<file path="config.mk">
export PLATFORM = sky130hd
export DESIGN_NAME = afpm_rr_scheduler_flat
export DESIGN_NICKNAME = d
export VERILOG_FILES = /design/src/rtl/afpm_rr_scheduler_if.sv /design/src/rtl/afpm_rr_scheduler.sv /design/src/flat_wrapper.sv
export SDC_FILE = /design/constraint.sdc
export NUM_CORES = 1
export LEC_CHECK = 0
export BUFFER_PORTS_ARGS = -buffer_cell sky130_fd_sc_hd__buf_2
export CORE_MARGIN = 5
export CORE_UTILIZATION = 51
export CTS_CLUSTER_DIAMETER = 60
export DETAILED_ROUTE_END_ITERATION = 16
export GPL_ROUTABILITY_DRIVEN = 0
export PLACE_DENSITY_LB_ADDON = 0.08
export REMOVE_ABC_BUFFERS = 1
export SLEW_MARGIN = 20
export SYNTH_ARGS = -nofsm -noshare
export SYNTH_HDL_FRONTEND = slang
export SYNTH_SLANG_ARGS = --single-unit
</file>
<file path="constraint.sdc">
create_clock -name clk -period 6.57 [get_ports clk]
set_input_delay 0.9855 -clock clk [delete_from_list [all_inputs] [get_ports clk]]
set_output_delay 0.9855 -clock clk [all_outputs]
set_load 0.02 [all_outputs]
</file>
<file path="src/rtl/afpm_rr_scheduler_if.sv">
// Bus bundle for the FP16 multiplier scheduler: requester operands, core start/done
// handshake and the tagged response port.
interface afpm_rr_scheduler_if #(
    parameter int NREQ = 4,
    parameter int IDW  = 2
);
    logic [NREQ-1:0]      req_valid;
    logic [16*NREQ-1:0]   req_a;
    logic [16*NREQ-1:0]   req_b;
    logic [NREQ-1:0]      req_ready;
    logic                 mul_start;
    logic [15:0]          mul_a;
    logic [15:0]          mul_b;
    logic                 mul_done;
    logic [15:0]          mul_result;
    logic                 rsp_valid;
    logic [IDW-1:0]       rsp_id;
    logic [15:0]          rsp_data;
    logic                 rsp_err;
    logic                 rsp_ready;
    logic                 busy;

    // The scheduler is the slave side.
    modport slave (
        input  req_valid, req_a, req_b, mul_done, mul_result, rsp_ready,
        output req_ready, mul_start, mul_a, mul_b, rsp_valid, rsp_id, rsp_data,
               rsp_err, busy
    );

    modport master (
        output req_valid, req_a, req_b, mul_done, mul_result, rsp_ready,
        input  req_ready, mul_start, mul_a, mul_b, rsp_valid, rsp_id, rsp_data,
               rsp_err, busy
    );
endinterface

</file>
<file path="src/rtl/afpm_rr_scheduler.sv">
// Round-robin scheduler sharing one log-domain FP16 multiplier core between NREQ
// requesters, with a zero-operand bypass and a done timeout.
module afpm_rr_scheduler #(
    parameter int NREQ        = 4,
    parameter int IDW         = 2,
    parameter int TIMEOUT     = 15,
    parameter int ZERO_BYPASS = 1
) (
    input  logic                clk,
    input  logic                rst,
    afpm_rr_scheduler_if.slave  bus
);

    typedef enum logic [1:0] {S_IDLE, S_ISSUE, S_WAIT, S_RESP} state_t;

    state_t          state_reg;
    logic [IDW-1:0]  ptr_reg;
    logic [IDW-1:0]  id_reg;
    logic [7:0]      timer_reg;
    logic [15:0]     a_reg;
    logic [15:0]     b_reg;
    logic [15:0]     data_reg;
    logic            err_reg;

    logic [15:0]     op_a [NREQ];
    logic [15:0]     op_b [NREQ];
    logic [NREQ-1:0] upper_valid;
    logic [NREQ-1:0] req_ready_w;
    logic            grant_valid;
    logic            grant_found;
    logic [IDW-1:0]  grant_id;
    logic [15:0]     grant_a;
    logic [15:0]     grant_b;
    logic            grant_bypass;
    logic            core_phase;
    logic            resp_phase;

    // upper_valid marks requesters at or above the pointer; they get first pick.
    generate
        for (genvar gi = 0; gi < NREQ; gi++) begin : g_req
            assign op_a[gi]        = bus.req_a[16*gi +: 16];
            assign op_b[gi]        = bus.req_b[16*gi +: 16];
            assign upper_valid[gi] = bus.req_valid[gi] && (IDW'(gi) >= ptr_reg);
            assign req_ready_w[gi] = (state_reg == S_IDLE) && grant_valid &&
                                     (grant_id == IDW'(gi));
        end
    endgenerate

    assign grant_valid = |bus.req_valid;

    always_comb begin
        grant_id    = '0;
        grant_found = 1'b0;
        for (int i = 0; i < NREQ; i++) begin
            if (!grant_found && upper_valid[i]) begin
                grant_id    = IDW'(i);
                grant_found = 1'b1;
            end
        end
        for (int i = 0; i < NREQ; i++) begin
            if (!grant_found && bus.req_valid[i]) begin
                grant_id    = IDW'(i);
                grant_found = 1'b1;
            end
        end
        grant_a = '0;
        grant_b = '0;
        for (int i = 0; i < NREQ; i++) begin
            if (grant_id == IDW'(i)) begin
                grant_a = op_a[i];
                grant_b = op_b[i];
            end
        end
    end

    // The log datapath has no encoding for zero, so a signed zero is produced here.
    assign grant_bypass = (ZERO_BYPASS != 0) &&
                          ((grant_a[14:0] == 15'h0) || (grant_b[14:0] == 15'h0));

    assign core_phase = (state_reg == S_ISSUE) || (state_reg == S_WAIT);
    assign resp_phase = (state_reg == S_RESP);

    assign bus.req_ready = req_ready_w;
    assign bus.mul_start = (state_reg == S_ISSUE);
    assign bus.mul_a     = core_phase ? a_reg : 16'h0;
    assign bus.mul_b     = core_phase ? b_reg : 16'h0;
    assign bus.rsp_valid = resp_phase;
    assign bus.rsp_id    = resp_phase ? id_reg : '0;
    assign bus.rsp_data  = resp_phase ? data_reg : 16'h0;
    assign bus.rsp_err   = resp_phase ? err_reg : 1'b0;
    assign bus.busy      = (state_reg != S_IDLE);

    always_ff @(posedge clk) begin
        if (rst) begin
            state_reg <= S_IDLE;
            ptr_reg   <= '0;
            id_reg    <= '0;
            timer_reg <= 8'd0;
            a_reg     <= 16'h0;
            b_reg     <= 16'h0;
            data_reg  <= 16'h0;
            err_reg   <= 1'b0;
        end else begin
            case (state_reg)
                S_IDLE: begin
                    if (grant_valid) begin
                        a_reg  <= grant_a;
                        b_reg  <= grant_b;
                        id_reg <= grant_id;
                        if (grant_bypass) begin
                            data_reg  <= {grant_a[15] ^ grant_b[15], 15'h0};
                            err_reg   <= 1'b0;
                            state_reg <= S_RESP;
                        end else begin
                            state_reg <= S_ISSUE;
                        end
                    end
                end
                S_ISSUE: begin
                    timer_reg <= 8'd0;
                    state_reg <= S_WAIT;
                end
                S_WAIT: begin
                    // A done arriving on the timeout cycle still wins.
                    if (bus.mul_done) begin
                        data_reg  <= bus.mul_result;
                        err_reg   <= 1'b0;
                        state_reg <= S_RESP;
                    end else if (timer_reg == 8'(TIMEOUT - 1)) begin
                        data_reg  <= 16'h7E00;
                        err_reg   <= 1'b1;
                        state_reg <= S_RESP;
                    end else begin
                        timer_reg <= timer_reg + 8'd1;
                    end
                end
                S_RESP: begin
                    if (bus.rsp_ready) begin
                        ptr_reg   <= (id_reg == IDW'(NREQ - 1)) ? '0 : id_reg + IDW'(1);
                        state_reg <= S_IDLE;
                    end
                end
                default: state_reg <= S_IDLE;
            endcase
        end
    end

endmodule

</file>
<file path="src/flat_wrapper.sv">
// flat-port wrapper written by rule: the top's interface ports become plain ports
module afpm_rr_scheduler_flat 
#(
    parameter int NREQ        = 4,
    parameter int IDW         = 2,
    parameter int TIMEOUT     = 15,
    parameter int ZERO_BYPASS = 1
)
  (clk, rst, bus_req_valid, bus_req_a, bus_req_b, bus_mul_done, bus_mul_result, bus_rsp_ready, bus_req_ready, bus_mul_start, bus_mul_a, bus_mul_b, bus_rsp_valid, bus_rsp_id, bus_rsp_data, bus_rsp_err, bus_busy);
  afpm_rr_scheduler_if #(.NREQ(NREQ), .IDW(IDW)) bus_i ();
  input  logic clk;
  input  logic rst;
  input wire logic [$bits(bus_i.req_valid)-1:0] bus_req_valid;
  input wire logic [$bits(bus_i.req_a)-1:0] bus_req_a;
  input wire logic [$bits(bus_i.req_b)-1:0] bus_req_b;
  input wire logic [$bits(bus_i.mul_done)-1:0] bus_mul_done;
  input wire logic [$bits(bus_i.mul_result)-1:0] bus_mul_result;
  input wire logic [$bits(bus_i.rsp_ready)-1:0] bus_rsp_ready;
  output wire logic [$bits(bus_i.req_ready)-1:0] bus_req_ready;
  output wire logic [$bits(bus_i.mul_start)-1:0] bus_mul_start;
  output wire logic [$bits(bus_i.mul_a)-1:0] bus_mul_a;
  output wire logic [$bits(bus_i.mul_b)-1:0] bus_mul_b;
  output wire logic [$bits(bus_i.rsp_valid)-1:0] bus_rsp_valid;
  output wire logic [$bits(bus_i.rsp_id)-1:0] bus_rsp_id;
  output wire logic [$bits(bus_i.rsp_data)-1:0] bus_rsp_data;
  output wire logic [$bits(bus_i.rsp_err)-1:0] bus_rsp_err;
  output wire logic [$bits(bus_i.busy)-1:0] bus_busy;
  assign bus_i.req_valid = bus_req_valid;
  assign bus_i.req_a = bus_req_a;
  assign bus_i.req_b = bus_req_b;
  assign bus_i.mul_done = bus_mul_done;
  assign bus_i.mul_result = bus_mul_result;
  assign bus_i.rsp_ready = bus_rsp_ready;
  assign bus_req_ready = bus_i.req_ready;
  assign bus_mul_start = bus_i.mul_start;
  assign bus_mul_a = bus_i.mul_a;
  assign bus_mul_b = bus_i.mul_b;
  assign bus_rsp_valid = bus_i.rsp_valid;
  assign bus_rsp_id = bus_i.rsp_id;
  assign bus_rsp_data = bus_i.rsp_data;
  assign bus_rsp_err = bus_i.rsp_err;
  assign bus_busy = bus_i.busy;
  afpm_rr_scheduler #(.NREQ(NREQ), .IDW(IDW), .TIMEOUT(TIMEOUT), .ZERO_BYPASS(ZERO_BYPASS)) u_core (.clk(clk), .rst(rst), .bus(bus_i));
endmodule
</file>
==> impl_metrics.tcl <==
set metrics [dict create \
    syn_to_final_growth_pct 27.4 \
    power.leakage_nw 2.58 \
    cts_buffers 9 \
    p_int_w 0.000989 \
    grt_util_all_layers_pct 28.2 \
    met1_usage_pct 34.1 \
    drive_above_1_share_pct 32.6 \
    num_vias 5215 \
    grt_use_met3_pct 5.62 \
    antenna_found_initial 1 \
    power-per-cell-area_mw_per_mm2 323 \
    top_usage_layer "met2" \
    start_util_pct 52.9 \
    relSlewSlack_pct 29.6 \
    crit_type "input pin to primary output" \
    swShare_pct 45.3 \
    drt_iter0_markers 339 \
    end_kind "primary output" \
    max_freq_mhz 254 \
    rsz0062_at_grt "no" \
    worstMarginPinSlew_ns 1.06 \
    wirelength_mm 15.3 \
    grt_first_pass_wirelength_mm 23.5 \
    post-synth-top-count-cell "dfxtp_1" \
    worstPathMaxFanout 14 \
    cts_sinks 63 \
    yosys.area.top_type "dfxtp_1" \
    report.final.hold_viol_count 0 \
    fin_nets 924 \
    synth_flop_cell "dfxtp_1" \
    n_fill_cell 781 \
    p_seq_share_pct 29.5 \
    cts-resized-gates 0 \
    yosysWarnings 0 \
    postRouteAntennaNets 0 \
    port_buffers 209 \
    globalRouteOverflowTotal 0 \
    fp.coreArea_mm2 0.00830 \
    clkTransAtPathRegs_ns 0.07 \
    place_hpwl_mm 11.4 \
    clock_path_buffers 2 \
    outcome "finished clean" \
    route.detailed.drc 0 \
    clkPwrFrac_pct 18.5 \
    vias_per_cell 5.97 \
    yosysTopAreaCellShare_pct 28.7 \
    diodes 0 \
    grt_pass1_vias 5066 \
    grtUsageMet2_pct 47.6 \
    post_cts_buffers 0 \
    total_power_w 0.00181 \
    postSynth.asyncResetShare_pct 0 \
    wl_per_cell_um 17.5 \
    die_area_mm2 0.0106 \
    timing.final.crit_share_pct 60.0 \
    clockRootBuffer "clkbuf_8" \
    p_sw_w 0.000819 \
    synth_edf_count 0 \
    postSynthAreaPerCell_um2 7.51 \
    multi_input_area_mm2 0.00283 \
    regArea_mm2 0.00126 \
    synth_area_mm2 0.00439 \
    hold_path_class "flip-flop to flip-flop" \
    worstPathArrival_ns 2.96 \
    io_pins 210 \
    drtPass1Iterations 4 \
    dieHeight_um 103 \
    fin_tns_setup_ns 0 \
    synthCells 585 \
    synth_common_cells "63 x dfxtp_1, 61 x and2_1, 54 x nor2_1" \
    synth_area_leaders "dfxtp_1 29%, and2_1 8.7%, a21oi_1 5.9%" \
    seq_area_frac_synth_pct 28.7 \
    worstPathRequired_ns 5.58 \
    pwr-share-comb_pct 52.1 \
    drv_slew 0 \
    setup_violations 0 \
    skew_ns 0.0108 \
    ir_drop_mv 0.150 \
    clk_latency_ns 0.35 \
    die_w_um 103 \
    synth-seq-cells 63 \
    cts_hold_buffers 0 \
    period_minus_slack_ns 3.94 \
    startpoint_type "input pin" \
    h-tree-depth 3 \
    maxCapViolations 0 \
    grt_max_degree 50 \
    synth_cell_types 60 \
    whs_ns 0.446 \
    rows 33 \
    cts_tree "yes" \
]
metrics by stage:
stage / utilization (%) / setup slack, ns / instances / cell area [um2]
3_5_place_dp: 64.9 / 2.49 / 857 / 5390
3_3_place_gp: 64.9 / 2.61 / 857 / 5390
2_1_floorplan: - / 2.43 / 536 / 4150
6_report: 67.4 / 2.63 / 874 / 5600
4_1_cts: 67.2 / 2.66 / 873 / 5580
5_1_grt: 67.4 / 2.47 / 874 / 5600
cell usage in the layout, fill, tap and decap left out, types with 10 or more instances in the layout:
| cell type | n |
|---|---|
| a221oi_1 | 10 |
| inv_1 | 17 |
| o21ai_0 | 40 |
| dfxtp_1 | 63 |
| nor2_1 | 53 |
| and2_1 | 61 |
| nand3_1 | 29 |
| buf_2 | 209 |
| a211oi_1 | 22 |
| a21oi_1 | 52 |
| nand2_1 | 38 |
| and3_1 | 14 |
worst max-delay path: stages:
cell      delay [ns]
buf_2           0.15
nor4_1          0.67
nand2b_1        0.55
buf_4           0.33
nor2_1          0.08
buf_2           0.18
power by group through the flow:
stage                     combinational [W]  clock (W)  sequential [W]
after global routing                0.00103   0.000350        0.000544
after detailed placement           0.000918          0        0.000538
after CTS                          0.000923   0.000335        0.000531
final                              0.000941   0.000334        0.000533
after floorplan                    0.000615          0        0.000522
after global placement             0.000905          0        0.000534
area by class of cell:
| cell class | count | share of cell area [%] |
|---|---|---|
| clock buffer | 9 | 2.21 |
| clock inverter | 7 | 1.14 |
| inverter | 19 | 1.27 |
| multi-input combinational | 454 | 50.5 |
| sequential | 63 | 22.5 |
| tap | 105 | 2.35 |
| timing repair buffer | 217 | 20.0 |
path summary, 6_finish.rpt:
kind | startpoint | endpoint | slack, ns | depth (start not counted)
worst max-delay path | bus_req_valid[1] | bus_req_ready[3] | 2.63 | 6
worst min-delay path | u_core.data_reg[1] | u_core.data_reg[1] | 0.45 | 2
worst max register to register | u_core.ptr_reg[0] | u_core.data_reg[4] | 3.24 | 9
worst min register to register | u_core.data_reg[1] | u_core.data_reg[1] | 0.45 | 2
layer usage:
metal | routed length, um | vias to the layer above | part of all wire [%]
met5 | 7 | - | 0.046
met4 | 544 | 2 | 3.5
met3 | 1370 | 49 | 8.9
met2 | 7410 | 277 | 48
met1 | 6000 | 2396 | 39
li1 | - | 2491 | -
cells by family (layout without fill, tap and decap cells):
family | count (synthesis) | count (layout) | synth area share, %
and+or+nand+nor | 241 | 241 | 29.2
adders and majority gates | 8 | 8 | 2.28
buffers and inverters | 68 | 252 | 7.18
AOI/OAI and AO/OA | 190 | 190 | 29.3
xor gates and xnor gates | 4 | 4 | 0.798
DFF | 63 | 63 | 28.7
muxes | 11 | 11 | 2.56
Note: power is estimated with default switching activity, not from simulation.
